<file path="src/rtl/freq_pkg.sv">
// ---------------------------------------------------------------------------
// freq_pkg
// Types and helpers shared by the frequency-meter path (gerador_amostra and
// controlador).
//   sel_t         : decade selector codes (1=100 kHz ... 6=1 Hz)
//   estado_t      : generator FSM states
//   meio_periodo  : half-period length in clk cycles for a selector code,
//                   0 for an invalid code
// ---------------------------------------------------------------------------
package freq_pkg;

    typedef enum logic [3:0] {
        SEL_100KHZ = 4'd1,
        SEL_10KHZ  = 4'd2,
        SEL_1KHZ   = 4'd3,
        SEL_100HZ  = 4'd4,
        SEL_10HZ   = 4'd5,
        SEL_1HZ    = 4'd6
    } sel_t;

    typedef enum logic [1:0] {
        OCIOSO = 2'd0,
        ALTO   = 2'd1,
        BAIXO  = 2'd2
    } estado_t;

    // HALF = clk_hz / (2 * f_sel). With a constant clk_hz every branch folds
    // to a constant, so this is just a small lookup in hardware.
    // A zero result doubles as the "invalid selector" flag.
    function automatic int unsigned meio_periodo(input logic [3:0] sel,
                                                 input int unsigned clk_hz);
        case (sel)
            SEL_100KHZ: return clk_hz / 32'd200_000;
            SEL_10KHZ:  return clk_hz / 32'd20_000;
            SEL_1KHZ:   return clk_hz / 32'd2_000;
            SEL_100HZ:  return clk_hz / 32'd200;
            SEL_10HZ:   return clk_hz / 32'd20;
            SEL_1HZ:    return clk_hz / 32'd2;
            default:    return 32'd0;
        endcase
    endfunction

endpackage

</file>
<file path="src/rtl/divisor_meio_periodo.sv">
// ---------------------------------------------------------------------------
// divisor_meio_periodo
// Loadable half-period counter. 'carga' restarts the count at 0 and captures
// a new half-period length; while 'en' is high the counter runs 0..half-1
// and wraps, strobing 'fim_meio' during the terminal cycle.
//   clk, rst  : clock, asynchronous active-high reset
//   en        : count enable (generator is running)
//   carga     : restart the count and load 'half'
//   half      : half-period length in clk cycles (non-zero when loaded)
//   fim_meio  : high while the count sits at half-1 and en is set
// ---------------------------------------------------------------------------
module divisor_meio_periodo
    import freq_pkg::*;
#(
    parameter int CNT_W = 25
) (
    input  logic             clk,
    input  logic             rst,
    input  logic             en,
    input  logic             carga,
    input  logic [CNT_W-1:0] half,
    output logic             fim_meio
);

    logic [CNT_W-1:0] cnt_q;
    logic [CNT_W-1:0] half_q;

    assign fim_meio = en && (cnt_q == (half_q - CNT_W'(1)));

    // NOTE: state registers use non-blocking assignments so every flop
    // samples the pre-edge values, and all of them (including the latched
    // length) are cleared by the asynchronous reset.
    always_ff @(posedge clk or posedge rst) begin
        if (rst) begin
            cnt_q  <= '0;
            half_q <= '0;
        end else if (carga) begin
            cnt_q  <= '0;
            half_q <= half;
        end else if (en) begin
            if (fim_meio) begin
                cnt_q <= '0;
            end else begin
                cnt_q <= cnt_q + CNT_W'(1);
            end
        end
    end

endmodule

</file>
<file path="src/rtl/gerador_amostra.sv">
// ---------------------------------------------------------------------------
// gerador_amostra
// Programmable decade square-wave generator used as calibration source and
// self-check stimulus for the frequency meter. Continuous or burst mode;
// selector changes only take effect at period boundaries.
//   clk, rst      : clock, asynchronous active-high reset
//   seletor       : frequency select (1=100 kHz .. 6=1 Hz, others invalid)
//   habilita      : run level; dropping it stops after the current period
//   rajada        : burst length in periods, 0 = continuous, latched at start
//   amostra       : generated square wave, 50% duty, registered
//   ativo         : a period is in progress
//   fim           : one-cycle pulse when a burst completes
//   periodos      : completed periods since start, wraps
//   sel_invalido  : selector sampled at start/boundary was invalid
// ---------------------------------------------------------------------------
module gerador_amostra
    import freq_pkg::*;
#(
    parameter int unsigned CLK_HZ = 50_000_000,
    parameter int          CNT_W  = 25,
    parameter int          PER_W  = 16
) (
    input  logic             clk,
    input  logic             rst,
    input  logic [3:0]       seletor,
    input  logic             habilita,
    input  logic [PER_W-1:0] rajada,
    output logic             amostra,
    output logic             ativo,
    output logic             fim,
    output logic [PER_W-1:0] periodos,
    output logic             sel_invalido
);

    estado_t          estado_q;
    logic             amostra_q;
    logic             fim_q;
    logic             sel_inv_q;
    logic [PER_W-1:0] periodos_q;
    logic [PER_W-1:0] rajada_q;

    logic [CNT_W-1:0] half_sel;
    logic             sel_ok;
    logic [PER_W-1:0] periodos_inc;
    logic             fim_rajada;
    logic             carga;
    logic             em_curso;
    logic             fim_meio;

    assign em_curso = (estado_q != OCIOSO);

    // NOTE: every signal written here gets a default first, so no path
    // leaves it unassigned and no latch is inferred.
    always_comb begin
        half_sel     = CNT_W'(meio_periodo(seletor, CLK_HZ));
        sel_ok       = (half_sel != '0);
        periodos_inc = periodos_q + PER_W'(1);
        fim_rajada   = (rajada_q != '0) && (periodos_inc == rajada_q);
        carga        = 1'b0;
        case (estado_q)
            OCIOSO:  carga = habilita && sel_ok;
            // Continuing into a new period re-latches the current selector.
            BAIXO:   carga = fim_meio && !fim_rajada && habilita && sel_ok;
            default: carga = 1'b0;
        endcase
    end

    divisor_meio_periodo #(
        .CNT_W (CNT_W)
    ) u_divisor (
        .clk      (clk),
        .rst      (rst),
        .en       (em_curso),
        .carga    (carga),
        .half     (half_sel),
        .fim_meio (fim_meio)
    );

    always_ff @(posedge clk or posedge rst) begin
        if (rst) begin
            estado_q   <= OCIOSO;
            amostra_q  <= 1'b0;
            fim_q      <= 1'b0;
            sel_inv_q  <= 1'b0;
            periodos_q <= '0;
            rajada_q   <= '0;
        end else begin
            fim_q <= 1'b0;
            case (estado_q)
                OCIOSO: begin
                    if (habilita) begin
                        if (sel_ok) begin
                            rajada_q   <= rajada;
                            periodos_q <= '0;
                            sel_inv_q  <= 1'b0;
                            amostra_q  <= 1'b1;
                            estado_q   <= ALTO;
                        end else begin
                            sel_inv_q <= 1'b1;
                        end
                    end
                end
                ALTO: begin
                    if (fim_meio) begin
                        amostra_q <= 1'b0;
                        estado_q  <= BAIXO;
                    end
                end
                BAIXO: begin
                    if (fim_meio) begin
                        periodos_q <= periodos_inc;
                        // Burst end has priority over a simultaneous stop.
                        if (fim_rajada) begin
                            fim_q    <= 1'b1;
                            estado_q <= OCIOSO;
                        end else if (!habilita) begin
                            estado_q <= OCIOSO;
                        end else if (!sel_ok) begin
                            sel_inv_q <= 1'b1;
                            estado_q  <= OCIOSO;
                        end else begin
                            amostra_q <= 1'b1;
                            estado_q  <= ALTO;
                        end
                    end
                end
                default: estado_q <= OCIOSO;
            endcase
        end
    end

    assign amostra      = amostra_q;
    assign ativo        = em_curso;
    assign fim          = fim_q;
    assign periodos     = periodos_q;
    assign sel_invalido = sel_inv_q;

endmodule

</file>
<file path="config.mk">
export PLATFORM = sky130hd
export DESIGN_NAME = gerador_amostra
export DESIGN_NICKNAME = d
export VERILOG_FILES = /design/src/rtl/freq_pkg.sv /design/src/rtl/divisor_meio_periodo.sv /design/src/rtl/gerador_amostra.sv
export SDC_FILE = /design/constraint.sdc
export NUM_CORES = 1
export LEC_CHECK = 0
export CAP_MARGIN = 20
export CORE_MARGIN = 1.5
export CORE_UTILIZATION = 53
export CTS_CLUSTER_DIAMETER = 80
export CTS_CLUSTER_SIZE = 20
export DETAILED_ROUTE_END_ITERATION = 7
export PLACE_DENSITY = 0.84
export SETUP_SLACK_MARGIN = 0.4
export SLEW_MARGIN = 25
export SYNTH_ARGS = -nofsm -noshare
export SYNTH_HDL_FRONTEND = slang
export SYNTH_SLANG_ARGS = --single-unit
</file>
<file path="constraint.sdc">
create_clock -name clk -period 3.3 [get_ports clk]
set_clock_uncertainty 0.1 [all_clocks]
set_input_delay 0.66 -clock clk [delete_from_list [all_inputs] [get_ports clk]]
set_output_delay 0.66 -clock clk [all_outputs]
set_load 0.02 [all_outputs]
</file>
# Word-level counts from Yosys, hierarchy flattened
# Index checks and enable logic that the tools add are counted.
[totals]
register_bits = 87
input_bits = 23
out_inout_bits = 20
[classes]
mux = 33
eq_ne = 17
reduce_logical = 19
add_sub_neg = 3
[ops]
columns = ["cell", "n"]
rows = [
  ["25-bit case mux with 6 select lines", 1],
  ["25-bit two-way mux", 3],
  ["16-bit two-way mux", 3],
  ["16-bit case mux with 2 select lines", 1],
  ["25-bit by 1-bit adder with 25-bit output (second input constant)", 1],
  ["25-bit == test", 1],
  ["25-bit nonzero test", 1],
  ["25-bit by 1-bit subtractor with 25-bit output (second input constant)", 1],
  ["1-bit two-way mux", 17],
  ["16-bit by 1-bit adder with 16-bit output (second input constant)", 1],
  ["16-bit == test", 1],
  ["16-bit nonzero test", 1],
  ["2-bit inequality test (second input constant)", 7],
  ["4-bit by 3-bit == test with 1-bit output (second input constant)", 3],
  ["4-bit AND reduction", 3],
  ["4-bit by 2-bit == test with 1-bit output (second input constant)", 2],
  ["2-bit two-way mux", 4],
  ["1-bit logical AND", 6],
  ["2-bit case mux with 3 select lines", 1],
  ["6-bit AND reduction", 1],
  ["2-bit nonzero test", 3],
  ["4-bit by 1-bit == test with 1-bit output (second input constant)", 1],
  ["1-bit case mux with 2 select lines", 2],
  ["1-bit case mux with 3 select lines", 1],
  ["other kinds (6)", 6],
]

# Longest topological paths before layout
[logic_depth]
depth_word = 9
depth_mapped = 13
depth_no_buf = 10

# Modules after synthesis
# A second synthesis with hierarchy kept.
[hier_totals]
cells_unflattened = 617
hier_area_um2 = 5671.7
[by_module_without_submodules]
columns = ["module", "instances", "cells_per_inst", "area_each_um2", "seq_area_each_um2"]
rows = [
  ["divisor_meio_periodo", 1, 347, 3288.2, 1251.2],
  ["gerador_amostra", 1, 270, 2383.5, 925.9],
]

# Worst setup path before layout
# No wires, ideal clock.
[synth_path]
kind = "flip-flop to flip-flop"
from = "reg u_divisor.half_q[1]"
to = "reg periodos_q[10] (netlist: periodos[10])"
path_buffers = 2
required_time_ns = 3.074
stages_incl_launch_ff = 13
t_arrival_ns = 3.158
setup_slack_ns = -0.084
setup_time_ns = 0.126
cell_sequence = "dfrtp_1 -> inv_1 -> ha_1 -> or3b_4 -> nor2_4 -> nand4_1 -> a311o_1 -> or4_1 -> buf_2 -> nor3_4 -> nor2_4 -> buf_6 -> a221o_1"
[synth_via]
elab_chain_cells = 5
[synth_rtl]
columns = ["item", "line_no", "source"]
rows = [
  ["start, declared", "divisor_meio_periodo.sv:26", "logic [CNT_W-1:0] half_q;"],
  ["start signal, assigned", "divisor_meio_periodo.sv:39", "half_q <= half;"],
  ["25-bit by 1-bit subtractor with 25-bit output", "divisor_meio_periodo.sv:28", "assign fim_meio = en && (cnt_q == (half_q - CNT_W'(1)));"],
  ["25-bit == test", "divisor_meio_periodo.sv:28", ""],
  ["1-bit logical AND", "divisor_meio_periodo.sv:28", ""],
  ["2-bit inequality test (no source line)", "-", ""],
  ["4-bit AND reduction (no source line)", "-", ""],
  ["end signal, assigned", "gerador_amostra.sv:111", "periodos_q <= periodos_inc;"],
  ["end, declared", "gerador_amostra.sv:39", "logic [PER_W-1:0] periodos_q;"],
]
# Every way passes these cells.
# A chain may end at the register's enable or synchronous reset.

# Worst setup path after layout
[layout_path]
from = "reg u_divisor.half_q[2]"
to = "reg periodos_q[9] (netlist: periodos[9])"
# Same word-level chain as after synthesis.

==> flow_summary.toml <==
[power_and_ir_drop]
p_leak_nw = 2.94
peakVddDrop_v = 0.000190
powerDensity_nw_per_um2 = 277
power_mw = 1.85

[yosys]
synth.area.top_cells = "dfrtp_1 (37%), xnor2_1 (5.0%), mux2_2 (4.3%)"
synth_area_per_cell_um2 = 8.98
synth-seq-cells = 79
synth_nets = 616
synth_area_um2 = 5300
ys_dominant_reg_cell = "dfrtp_1"
seq_area_frac_synth_pct = 37.3
yosys.area.top_type = "dfrtp_1"
synth_cell_types = 66
synthCells = 590
async_flop_share_pct = 100
yosys_warnings = 0
synth_top_cell_area_share_pct = 37.3
synth_edf_count = 0

[critical_path]
crit_arrival_ns = 3.52
cp.required_ns = 3.47
cp_max_fo = 7
critPathLaunchType = "register"
reg2reg_slack_ns = -0.05
cp-end-kind = "register"
path_class = "reg -> reg"

[timing]
slew_viol_final = 0
worst_pin_slew_ns = 0.831
slew_headroom_pct = 44.6
clock.fmax_mhz = 298
finalCritPeriodShare_pct = 102
min_period_ns = 3.35
timing.final.ws_setup_ns = -0.0505
hold_viol = 0
grt_setup_unrepaired = "yes"
totalNegativeSetupSlack_ns = -0.505
setup_viol = 20

[outcome]
outcome = "finished with violations"
violations = "negative setup slack"

[finish]
antenna_cells = 0
final_cell_area_um2 = 6680
finalNetCount = 703
layout-drive-gt1-share_pct = 23.0
final_core_util_pct = 68.6
syn2layout_area_growth_pct = 26.0

[clock_network]
cts_tree = "built"
cts_hold_buffers = 0
cts-htree-levels = 3
worstSkewPairLatency_ns = 0.38
cts_buffers = 9
clock_tree.root_cell = "clkbuf_8"
path_clk_slew_ns = 0.09
cts_sinks = 79
clockBufferDepth = 2

[placement]
dpl_cell_area_um2 = 6270
dp_hpwl_um = 10600
portBuffers = 42
routabilityCongestion = 0.925

[flow_run]
drv_cap = 0

[global_routing]
antenna_found_initial = 0
grt_pass1_vias = 5033
grt_overflow = 0
grt_pass1_wl_um = 24400
grt_max_degree = 49
grt_util_all_layers_pct = 30.0

[die]
start_util_pct = 54.5
core_area_um2 = 9730
die-area_um2 = 10600
ios = 43
placementRows = 36
die_w_um = 103
die_h_um = 103

[routing]
drt_wl_total_um = 15200
drt_iter0_markers = 336
ant_nets = 0
vias = 5116
firstDrtPassIters = 5
drcViolationCount = 0
wl_per_cell_um = 18.6
vias_per_cell = 6.28

[worst_hold_path]
hp-class = "reg -> reg"
==> synthesized netlist by cell type, types with 14 or more instances <==
cell type and count:
inv_1 19, nor4_1 17, nand2_1 46, o21ai_0 27
or3_1 14, a22o_1 14, mux2_2 20, nor2_1 37
xnor2_1 30, nand4_1 16, nand3_1 30, a21oi_1 16
nand2b_1 16, dfrtp_1 79, clkbuf_1 21, nor3_1 17
and3_1 20
==> registers in the layout, summed over array words and instances (netlist names) <==
register / count
estado_q: 2
rajada_q: 16
periodos: 16
u_divisor.half_q: 17
sel_invalido: 1
u_divisor.cnt_q: 25
fim: 1
amostra: 1
==> cell families (layout without fill, tap and decap cells) <==
group / count (synthesis) / in the layout / share of synthesized area, %
flops: 79 / 79 / 37.3
mux: 27 / 27 / 5.57
fa+ha+maj: 3 / 3 / 0.708
buf+inv: 53 / 143 / 4.42
compound gates: 121 / 121 / 16.7
simple gates: 264 / 266 / 28.1
xor+xnor: 43 / 43 / 7.11
==> timing repair <==
action                     4_1_cts  5_1_grt
pin swaps                        4        3
gates cloned                     3        0
setup endpoints to repair       63       63
setup buffers                    8        2
resized for setup               15       13
==> final timing paths <==
kind	start	end	depth (start not counted)
min in group asynchronous	rst	u_divisor.half_q[10]	2
min	sel_invalido	sel_invalido	2
min reg2reg	sel_invalido	sel_invalido	2
max reg2reg	u_divisor.half_q[2]	periodos[9]	12
max	u_divisor.half_q[2]	periodos[9]	12
max in group asynchronous	rst	rajada_q[13]	3
==> per-stage QoR <==
stage,hold slack (ns),setup slack (ns),std cells
6_report,0.450,-0.0505,815
5_1_grt,0.478,-0.140,815
4_1_cts,0.458,0.0374,813
3_5_place_dp,0.443,-0.0435,786
3_3_place_gp,0.431,0.0186,786
2_1_floorplan,0.412,0.0316,590
==> layout by cell type (no fill, tap or decap), drive strengths merged, types with 6 or more instances in the layout <==
cell type	n
nor3b	8
nor2	41
nand4	16
and3	20
dfrtp	79
inv	18
xnor2	30
a22o	14
nor3	19
buf	66
clkbuf	9
nor2b	8
or3	14
nand3	30
clkinv	6
mux2i	7
a31oi	6
nand2	46
xor2	13
nand2b	17
clkdlybuf4s50	42
a221o	11
a21oi	16
a21o	6
nor4	19
o311ai	8
o21ai	28
mux2	20
==> where the power goes <==
group / switching [mW] / internal (mW)
registers: 0.00974 / 0.974
logic: 0.0567 / 0.0550
clock network: 0.405 / 0.351
==> layout make-up <==
class | instances | area (µm²)
Multi-Input combinational cell | 460 | 3270
Fill cell | 787 | 3050
Sequential cell | 79 | 1980
Timing Repair Buffer | 108 | 991
Tap cell | 133 | 166
Clock buffer | 9 | 124
Clock inverter | 7 | 73.8
Inverter | 19 | 72.6
==> worst max-delay path, stage by stage (launching register included) <==
cell	delay, ns
dfrtp_1	0.44
inv_2	0.10
ha_4	0.16
or3b_4	0.41
nor2_4	0.13
nand4_1	0.10
a311o_1	0.31
or4_4	0.57
buf_6	0.15
nor3_4	0.19
buf_4	0.16
nor2_2	0.08
a221o_1	0.34
==> layer usage <==
metal  vias up  routed length (µm)  track usage, %  part of all wire, %
li1       2367                   -               -                    -
met5         -                   0               0                    0
met4         0                 418            13.6                  2.8
met2       215                7740            53.3                   51
met1      2490                6110            36.1                   40
met3        44                 919            3.86                  6.1
Note: power is estimated with default switching activity, not from simulation.
